==> src/rtl/phys332_pkg.sv <==
// Shared constants for the 7-segment display path.
//   SEG_HEX   : active-low {CG,CF,CE,CD,CC,CB,CA} patterns for hex digits 0..F
//   SEG_BLANK : all segments off
//   hex_to_seg: nibble -> active-low segment pattern
package phys332_pkg;

    localparam logic [6:0] SEG_BLANK = 7'h7F;

    localparam logic [6:0] SEG_HEX [16] = '{
        7'h40, 7'h79, 7'h24, 7'h30,
        7'h19, 7'h12, 7'h02, 7'h78,
        7'h00, 7'h10, 7'h08, 7'h03,
        7'h46, 7'h21, 7'h06, 7'h0E
    };

    function automatic logic [6:0] hex_to_seg(input logic [3:0] nib);
        return SEG_HEX[nib];
    endfunction

endpackage

==> src/rtl/debounced_updown_counter_display_debounce_edge.sv <==
// Button conditioning: 2-flop synchroniser, counting debouncer and a one-cycle
// registered pulse on each accepted 0->1 transition of the stable level.
// Ports:
//   clk     in  system clock
//   rst_n   in  asynchronous active-low reset
//   btn_raw in  raw asynchronous button level
//   press   out one-cycle pulse per accepted press
module debounce_edge #(
    parameter int DEBOUNCE_CYCLES = 1_000_000
) (
    input  logic clk,
    input  logic rst_n,
    input  logic btn_raw,
    output logic press
);
    import phys332_pkg::*;

    localparam int CNT_W = $clog2(DEBOUNCE_CYCLES);
    localparam logic [CNT_W-1:0] CNT_LAST = CNT_W'(DEBOUNCE_CYCLES - 1);

    logic [1:0]       sync_r;
    logic             stable_r;
    logic [CNT_W-1:0] cnt_r;
    logic             pulse_r;
    logic             differ_s;
    logic             accept_s;

    // Acceptance happens on the cycle the counter has seen a full stable window.
    always_comb begin
        differ_s = sync_r[1] ^ stable_r;
        accept_s = differ_s && (cnt_r == CNT_LAST);
    end

    // Synchroniser, debounce counter, stable level and rise pulse.
    always_ff @(posedge clk or negedge rst_n) begin
        if (!rst_n) begin
            sync_r   <= 2'b00;
            stable_r <= 1'b0;
            cnt_r    <= '0;
            pulse_r  <= 1'b0;
        end else begin
            sync_r  <= {sync_r[0], btn_raw};
            // Pulse is produced alongside the 0->1 update so the count moves one cycle later.
            pulse_r <= accept_s & sync_r[1];
            if (!differ_s) begin
                cnt_r <= '0;
            end else if (accept_s) begin
                stable_r <= sync_r[1];
                cnt_r    <= '0;
            end else begin
                cnt_r <= cnt_r + CNT_W'(1);
            end
        end
    end

    assign press = pulse_r;

endmodule

==> src/rtl/debounced_updown_counter_display.sv <==
// Debounced up/down/clear counter with a multiplexed hex 7-segment display.
// Ports:
//   CLK100MHZ  in  system clock
//   CPU_RESETN in  asynchronous active-low reset
//   btn_up/btn_dn/btn_clr in raw button levels
//   count      out registered counter value
//   AN         out active-low digit anodes (one digit low at a time)
//   SEG        out active-low {CG..CA}
//   DP         out decimal point, always off
module debounced_updown_counter_display #(
    parameter int WIDTH           = 32,
    parameter int N_DIGITS        = 8,
    parameter int DEBOUNCE_CYCLES = 1_000_000,
    parameter int SCAN_DIV        = 12_500,
    parameter bit SATURATE        = 1'b0,
    parameter bit LEAD_BLANK      = 1'b0
) (
    input  logic                CLK100MHZ,
    input  logic                CPU_RESETN,
    input  logic                btn_up,
    input  logic                btn_dn,
    input  logic                btn_clr,
    output logic [WIDTH-1:0]    count,
    output logic [N_DIGITS-1:0] AN,
    output logic [6:0]          SEG,
    output logic                DP
);
    import phys332_pkg::*;

    localparam int PAD_W  = 4 * N_DIGITS;
    localparam int IDX_W  = (N_DIGITS > 1) ? $clog2(N_DIGITS) : 1;
    localparam int SCAN_W = (SCAN_DIV > 1) ? $clog2(SCAN_DIV) : 1;
    localparam logic [WIDTH-1:0]  COUNT_MAX = '1;
    localparam logic [SCAN_W-1:0] SCAN_LAST = SCAN_W'(SCAN_DIV - 1);
    localparam logic [IDX_W-1:0]  IDX_LAST  = IDX_W'(N_DIGITS - 1);

    logic                up_s, dn_s, clr_s;
    logic [WIDTH-1:0]    count_r, count_next_s;
    logic [SCAN_W-1:0]   scan_cnt_r;
    logic [IDX_W-1:0]    idx_r;
    logic [N_DIGITS-1:0] an_r, an_next_s;
    logic [6:0]          seg_r, seg_next_s;
    logic [PAD_W-1:0]    padded_s;
    logic [3:0]          nibble_s;
    logic                upper_zero_s;

    debounce_edge #(.DEBOUNCE_CYCLES(DEBOUNCE_CYCLES)) u_db_up (
        .clk(CLK100MHZ), .rst_n(CPU_RESETN), .btn_raw(btn_up), .press(up_s)
    );
    debounce_edge #(.DEBOUNCE_CYCLES(DEBOUNCE_CYCLES)) u_db_dn (
        .clk(CLK100MHZ), .rst_n(CPU_RESETN), .btn_raw(btn_dn), .press(dn_s)
    );
    debounce_edge #(.DEBOUNCE_CYCLES(DEBOUNCE_CYCLES)) u_db_clr (
        .clk(CLK100MHZ), .rst_n(CPU_RESETN), .btn_raw(btn_clr), .press(clr_s)
    );

    // Next count: clear wins, simultaneous up+dn cancel, then wrap or clamp.
    always_comb begin
        count_next_s = count_r;
        if (clr_s) begin
            count_next_s = '0;
        end else if (up_s && !dn_s) begin
            if (SATURATE && (count_r == COUNT_MAX)) begin
                count_next_s = count_r;
            end else begin
                count_next_s = count_r + WIDTH'(1);
            end
        end else if (dn_s && !up_s) begin
            if (SATURATE && (count_r == '0)) begin
                count_next_s = count_r;
            end else begin
                count_next_s = count_r - WIDTH'(1);
            end
        end else begin
            count_next_s = count_r;
        end
    end

    // Digit pattern for the current scan index; nibbles beyond WIDTH read as zero.
    always_comb begin
        padded_s               = '0;
        padded_s[WIDTH-1:0]    = count_r;
        nibble_s               = padded_s[{idx_r, 2'b00} +: 4];
        upper_zero_s           = ((padded_s >> {idx_r, 2'b00}) == '0);
        an_next_s              = ~(N_DIGITS'(1) << idx_r);
        if (LEAD_BLANK && (idx_r != '0) && upper_zero_s) begin
            seg_next_s = SEG_BLANK;
        end else begin
            seg_next_s = hex_to_seg(nibble_s);
        end
    end

    // Counter register.
    always_ff @(posedge CLK100MHZ or negedge CPU_RESETN) begin
        if (!CPU_RESETN) begin
            count_r <= '0;
        end else begin
            count_r <= count_next_s;
        end
    end

    // Scan divider and digit index.
    always_ff @(posedge CLK100MHZ or negedge CPU_RESETN) begin
        if (!CPU_RESETN) begin
            scan_cnt_r <= '0;
            idx_r      <= '0;
        end else if (scan_cnt_r == SCAN_LAST) begin
            scan_cnt_r <= '0;
            idx_r      <= (idx_r == IDX_LAST) ? '0 : idx_r + IDX_W'(1);
        end else begin
            scan_cnt_r <= scan_cnt_r + SCAN_W'(1);
        end
    end

    // Registered display outputs.
    always_ff @(posedge CLK100MHZ or negedge CPU_RESETN) begin
        if (!CPU_RESETN) begin
            an_r  <= '1;
            seg_r <= SEG_BLANK;
        end else begin
            an_r  <= an_next_s;
            seg_r <= seg_next_s;
        end
    end

    assign count = count_r;
    assign AN    = an_r;
    assign SEG   = seg_r;
    assign DP    = 1'b1;

endmodule

==> config.mk <==
export PLATFORM = sky130hd
export DESIGN_NAME = debounced_updown_counter_display
export DESIGN_NICKNAME = d
export VERILOG_FILES = /design/src/rtl/phys332_pkg.sv /design/src/rtl/debounced_updown_counter_display_debounce_edge.sv /design/src/rtl/debounced_updown_counter_display.sv
export SDC_FILE = /design/constraint.sdc
export NUM_CORES = 1
export LEC_CHECK = 0
export CELL_PAD_IN_SITES_DETAIL_PLACEMENT = 2
export CELL_PAD_IN_SITES_GLOBAL_PLACEMENT = 2
export CORE_ASPECT_RATIO = 1.5
export CORE_MARGIN = 10
export CORE_UTILIZATION = 35
export CTS_CLUSTER_DIAMETER = 40
export DETAILED_ROUTE_END_ITERATION = 8
export PLACE_DENSITY = 0.88
export SLEW_MARGIN = 20
export SYNTH_ARGS = -nofsm -noshare
export SYNTH_HDL_FRONTEND = slang
export SYNTH_HIERARCHICAL = 1
export SYNTH_SLANG_ARGS = --single-unit
==> constraint.sdc <==
create_clock -name CLK100MHZ -period 3.2 [get_ports CLK100MHZ]
set_input_delay 0.32 -clock CLK100MHZ [delete_from_list [all_inputs] [get_ports CLK100MHZ]]
set_output_delay 0.32 -clock CLK100MHZ [all_outputs]
set_load 0.01 [all_outputs]
Word-level counts from Yosys, hierarchy flattened
Memories as Yosys holds them, arrays and structs flattened. A register that Yosys moved wholly into a read port is not among the register bits.
Cells that the tools add are included.

storage, ports and cells
  register bits after elaboration = 129
  ROM bits = 112
  input port bits = 5
  output and inout bits = 48
  logic and storage cells = 62
  memories kept = 1

operators by class
  add/subtract/negate cells = 7
  eq/ne operators = 5
  shift operators = 2
  multiplexer cells = 11
  bitwise gates (word level) = 8
  reduce and logical (&&, ||, !) cells = 12

memories
  name             words  width  rd ports  clocked after Yosys merged registers in  wr ports  RTL line           RTL
  (no name shown)  16     7      1         1                                        0         phys332_pkg.sv:17  return SEG_HEX[nib];

operators with widths
  cell                                                                  count
  20-bit 2-to-1 mux                                                     6
  32-bit 2-to-1 mux                                                     3
  20-bit by 1-bit adder with 20-bit output, second input constant       3
  20-bit equality test, second input constant                           3
  32-bit by 1-bit adder with 32-bit output, second input constant       1
  32-bit by 6-bit indexed part select with 4-bit output                 1
  32-bit by 1-bit subtractor with 32-bit output, second input constant  1
  14-bit by 1-bit adder with 14-bit output, second input constant       1
  14-bit equality test, second input constant                           1
  14-bit 2-to-1 mux                                                     1
  8-bit NOT                                                             1
  1-bit by 3-bit << shifter with 8-bit output, first input constant     1
  2-bit AND reduction                                                   3
  1-bit logical AND                                                     5
  4-bit NOT with 5-bit output                                           1
  3-bit by 1-bit adder with 3-bit output, second input constant         1
  1-bit AND                                                             3
  3-bit equality test, second input constant                            1
  1-bit logical NOT                                                     3
  3-bit 2-to-1 mux                                                      1
  3-bit nonzero test                                                    1
  1-bit XOR                                                             3

Depth between registers and ports, before layout
  depth after elaboration = 5
  gate-level depth with buffers = 11
  depth with buffers taken out = 11

Cells and area by module
Netlist, hierarchy kept.

modules (own cells, without submodules)
  module                            times used  cells each  area each (um^2)  sequential area each (um^2)
  debounced_updown_counter_display  1           481         4523.1            1620.3
  debounce_edge                     3           107         1184.9            600.6

Worst setup path after synthesis
OpenSTA, ideal clock, no wires.

  kind = reg2reg
  from = reg u_db_up.pulse_r, in the netlist u_db_up/press
  to = reg count_r[31], in the netlist count[31]
  setup time = 0.104 ns
  arrival time = 3.224 ns
  data required time = 3.096 ns
  path slack = -0.128 ns
  stages on the path, launching flop included = 12
  buffers on the path = 0
  clock period less this slack = 3.328 ns
  cell sequence = dfrtp_1 -> nor2b_1 -> inv_1 -> ha_1 -> a211o_1 -> a211oi_2 -> o211a_1 -> o21ai_2 -> a211oi_2 -> a211oi_1 -> or4b_1 -> o311ai_1

between the ends
  longest elaborated chain between the ends = 3
  elaborated cells between the ends (all ways) = 6
  classes of those cells = 2 x mux; 4 x reduce/logical

ends and longest elaborated chain
  element                                                  RTL line                                                                        RTL
  from (decl)                                              debounced_updown_counter_display_debounce_edge.sv:24                            logic pulse_r;
  from (signal assigned)                                   debounced_updown_counter_display_debounce_edge.sv:44                            pulse_r <= accept_s & sync_r[1];
  1-bit logical AND or 1-bit logical NOT (tied branches)   debounced_updown_counter_display.sv:62, debounced_updown_counter_display.sv:68
  32-bit 2-to-1 mux or 1-bit logical AND (tied branches)   debounced_updown_counter_display.sv:62, debounced_updown_counter_display.sv:68
  32-bit 2-to-1 mux or 3-bit nonzero test (tied branches)  --
  to (signal assigned)                                     debounced_updown_counter_display.sv:98                                          count_r <= count_next_s;
  to (decl)                                                debounced_updown_counter_display.sv:38                                          logic [WIDTH-1:0] count_r, count_next_s;

Several ways; a longest one is shown, not always the timed one.
A chain may end at the register's enable or synchronous reset.

Final worst setup path
  from = reg u_db_dn.pulse_r, in the netlist u_db_dn/press
  to = reg count_r[31], in the netlist count[31]

between the ends
  longest elaborated chain between the ends = 4
  elaborated cells between the ends (all ways) = 6
  classes of those cells = 2 x mux; 4 x reduce/logical

ends and longest elaborated chain
  element                 RTL line                                              RTL
  from (decl)             debounced_updown_counter_display_debounce_edge.sv:24
  from (signal assigned)  debounced_updown_counter_display_debounce_edge.sv:44
  1-bit logical NOT       debounced_updown_counter_display.sv:62                end else if (up_s && !dn_s) begin
  1-bit logical AND       debounced_updown_counter_display.sv:62
  32-bit 2-to-1 mux       debounced_updown_counter_display.sv:62
  32-bit 2-to-1 mux       debounced_updown_counter_display.sv:60                if (clr_s) begin

Several ways; a longest one is shown, not always the timed one.

==> flow_metrics.env <==
export IMPL_outcome="finished with violations"
export IMPL_violations="setup timing"
export IMPL_fin_crit_sh_pct=101
export IMPL_nNetsFinal=947
export IMPL_main_combinational_cell_family_by_area_after_synthesis="simple AND/OR/NAND/NOR gates"
export IMPL_finalHoldViolations=0
export IMPL_clock_buffer_depth=2
export IMPL_min_from="btn_up"
export IMPL_drc_markers=0
export IMPL_ys_warnings_count=6
export IMPL_drt_wl_total_um=29500
export IMPL_yosys_area_share_xor_xnor_pct=8.67
export IMPL_antenna_cells=0
export IMPL_max_vdd_ir_drop_v=0.000362
export IMPL_hold_path_depth=1
export IMPL_post_synth_and_or_nand_nor_area_fraction_pct=21.1
export IMPL_chipHeight_um=206
export IMPL_r2r_start="u_db_dn/press$_DFF_PN0_"
export IMPL_root_buffer="sky130_fd_sc_hd__clkbuf_16"
export IMPL_p_leak_nw=4.43
export IMPL_place_detailed_hpwl_um=19100
export IMPL_sinks_on_the_clock_net=136
export IMPL_worstPathRequired_ps=3530
export IMPL_timing_slew_headroom_pct=51.0
export IMPL_fin_crit_period_ps=3230
export IMPL_fp_coreArea_um2=22900
export IMPL_floorplan_io_pins=53
export IMPL_tightest_slew_ps=714
export IMPL_critPathMaxFanout=17
export IMPL_synth_adder_area_share_pct=8.46
export IMPL_place_port_buffers=51
export IMPL_cts_buffers=17
export IMPL_postLayoutSetupSlackWorst_ps=-30.1
export IMPL_drt_antenna_violating_nets=0
export IMPL_critical_path_arrival_ps=3560
export IMPL_die_x_um=144
export IMPL_dp_worst_setup_slack_ps=-215
export IMPL_max_cap_viol_count=0
export IMPL_floorplan_die_area_um2=29700
export IMPL_grt_max_degree=61
export IMPL_regToRegSetupSlack_ps=-30
export IMPL_yosys_cell_types_count=72
export IMPL_synth_top_flop_cell="sky130_fd_sc_hd__dfrtp_1"
export IMPL_mappedNetlistNets=861
export IMPL_cpPeakStageDelay_ps=570
export IMPL_synth_async_reset_ratio_pct=100
export IMPL_antenna_violations_before_repair=0
export IMPL_row_count=68
export IMPL_hold_path_end="u_db_up/sync_r[0]$_DFF_PN0_"
export IMPL_globalRouteTotalUtil_pct=20.6
export IMPL_p_total_mw=4.00
export IMPL_initial_utilization_pct=35.3
export IMPL_grt_overflow_total=0
export IMPL_route_vias_total=6908
export IMPL_crit_path_start_kind="register"
export IMPL_edff_count_synth=0
export IMPL_worstSetupPathType="register to register"
export IMPL_hold_class="input port to register"
export IMPL_post_synth_inst_count=802
export IMPL_syn_area_um2=8080
export IMPL_critical_path_slowest_cell="sky130_fd_sc_hd__or4b_1"
export IMPL_worst_hold_slack_ps=325
export IMPL_endpoint_class_of_the_critical_path="register"
export IMPL_grt_first_pass_wirelength_um=47100
export IMPL_timing_critical_path_cells="nor2b_4, clkinvlp_4, buf_4, ha_1, a21oi_2, o21ai_1, a31oi_1, o21ai_1, a211oi_2, a211oi_1, or4b_1, o311ai_1"
export IMPL_number_of_search_and_repair_iterations_in_the_first_detailed_routing_pass=4
export IMPL_complex_gate_fraction_of_the_synthesized_area_pct=13.8
export IMPL_crit_reg2reg_capture="count[31]$_DFFE_PN0P_"
export IMPL_grt_setup_unrepaired="true"
export IMPL_worst_skew_pair_latency_ps=440
export IMPL_synth_seq_cells=136
export IMPL_h_tree_depth=4
export IMPL_wl_per_cell_um=25.0
export IMPL_tritoncts="done"
export IMPL_postSynthAreaPerCell_um2=10.1
export IMPL_worst_path_buf_inv=2
export IMPL_via_count_of_the_first_global_routing_pass=8009
export IMPL_power_density_nw_per_um2=404
export IMPL_reg2regPathDepth=12
export IMPL_area_delta_synth_final_pct=22.7
export IMPL_drt_initial_drc_count=337
export IMPL_finalSetupViolCount=1
export IMPL_cpMostUsedCell="sky130_fd_sc_hd__o21ai_1"
export IMPL_gp_congestion=0.838
export IMPL_avgViaCountPerCell=5.85
export IMPL_sequential_cell_area_fraction_in_the_yosys_report_pct=42.4
export IMPL_drive_gt1_share_pct=16.0
export IMPL_cts_clk_slew_worst_paths_ps=70
export IMPL_path_delay_family="compound AO/OA/AOI/OAI gates"
export IMPL_timing_max_transition_violations_final=0
export IMPL_final_clock_skew_ps=11.3
export IMPL_max_freq_ghz=0.310
export IMPL_yosys_mux_area_fraction_pct=3.66
==> synthesized netlist by cell type (8+ instances only) <==
master                     count  area (um2)
sky130_fd_sc_hd__dfrtp_1     121        3030
sky130_fd_sc_hd__nand2_1      88         330
sky130_fd_sc_hd__nor2_1       75         282
sky130_fd_sc_hd__ha_1         53         663
sky130_fd_sc_hd__xor2_1       41         359
sky130_fd_sc_hd__a21oi_1      39         195
sky130_fd_sc_hd__xnor2_1      39         342
sky130_fd_sc_hd__o21ai_0      33         165
sky130_fd_sc_hd__nand3_1      29         145
sky130_fd_sc_hd__a21o_1       20         150
sky130_fd_sc_hd__inv_1        19        71.3
sky130_fd_sc_hd__and3_1       17         106
sky130_fd_sc_hd__dfstp_2      15         394
sky130_fd_sc_hd__o21ai_1      15        75.1
sky130_fd_sc_hd__nand4_1      12        75.1
sky130_fd_sc_hd__o31ai_1      12        90.1
sky130_fd_sc_hd__clkbuf_1     11        41.3
sky130_fd_sc_hd__nor3_1       11        55.1
sky130_fd_sc_hd__and4_1        9        78.8
sky130_fd_sc_hd__or4_1         9        67.6
sky130_fd_sc_hd__mux4_2        8         180
==> power by group <==
part / switching (mW) / leakage [nW] / internal, mW / total, mW
clock: 0.805 / 0.304 / 1.36 / 2.17
sequential: 0.0156 / 1.81 / 1.73 / 1.75
combinational: 0.0616 / 2.32 / 0.0255 / 0.0871
total: 0.882 / 4.43 / 3.12 / 4.00
==> registers in the layout, indices dropped and copies added (netlist names), 3 cells and up <==
| signal | cells |
|---|---|
| count | 32 |
| u_db_clr/cnt_r | 20 |
| u_db_dn/cnt_r | 20 |
| u_db_up/cnt_r | 20 |
| scan_cnt_r | 14 |
| AN | 8 |
| SEG | 7 |
| idx_r | 3 |
==> kinds of logic after synthesis <==
group                      count (synthesis)
AOI/OAI and AO/OA                        165
xor gates and xnor gates                  80
adders and majority gates                 54
buffers and inverters                     36
DFF                                      136
muxes                                     18
other                                      1
and+or+nand+nor                          312
==> worst max-delay path by stage <==
stage | startpoint | endpoint | cells past startpoint
2_1_floorplan | u_db_dn/press$_DFF_PN0_ | count[31]$_DFFE_PN0P_ | 11
3_3_place_gp | u_db_dn/press$_DFF_PN0_ | count[26]$_DFFE_PN0P_ | 12
3_5_place_dp | u_db_dn/press$_DFF_PN0_ | count[30]$_DFFE_PN0P_ | 12
4_1_cts | u_db_dn/press$_DFF_PN0_ | count[30]$_DFFE_PN0P_ | 13
5_1_grt | u_db_dn/press$_DFF_PN0_ | count[31]$_DFFE_PN0P_ | 12
6_report | u_db_dn/press$_DFF_PN0_ | count[31]$_DFFE_PN0P_ | 12
==> per-stage QoR <==
| stage | util, % | TNS (ps) | instances | instance area [um2] |
|---|---|---|---|---|
| CTS | 42.8 | 0 | 1178 | 9800 |
| global route | 43.3 | -475 | 1181 | 9910 |
| floorplan | - | -38.8 | 802 | 8120 |
| detailed placement | 39.8 | -1050 | 1142 | 9110 |
| finish | 43.3 | -30.1 | 1181 | 9910 |
| global placement | 39.8 | -51.9 | 1142 | 9110 |
==> repair_timing <==
action,CTS,global route
pin swaps,1,4
setup endpoints to repair,14,12
endpoints found under the hold margin,49,0
hold buffers,1,0
gates resized for setup,4,18
buffers inserted,3,3
==> area by class of cell <==
class,count,area [um2]
fill,2358,13000
multi-input combinational,630,4660
sequential,136,3420
timing repair buffer,83,779
clock buffer,24,482
tap,280,350
clock inverter,8,143
inverter,20,78.8
==> per-layer routing <==
metal | vias to the layer above | routed length [um] | global-route usage, %
met5 | - | 0 | 0
met4 | 0 | 1470 | 12.1
met3 | 95 | 1080 | 4.35
met2 | 175 | 16000 | 37.3
met1 | 3576 | 10900 | 21.2
li1 | 3062 | - | -
==> layout by cell type (no fill, tap or decap), drive strengths merged, types with 17 or more instances in the layout <==
cell           instances
a21o                  20
a21oi                 41
and3                  17
buf                   32
clkbuf                24
clkdlybuf4s50         50
dfrtp                121
ha                    53
inv                   18
nand2                 88
nand3                 35
nand4                 18
nor2                  75
o21ai                 49
xnor2                 39
xor2                  41
Power figures use the tool's default switching activity.
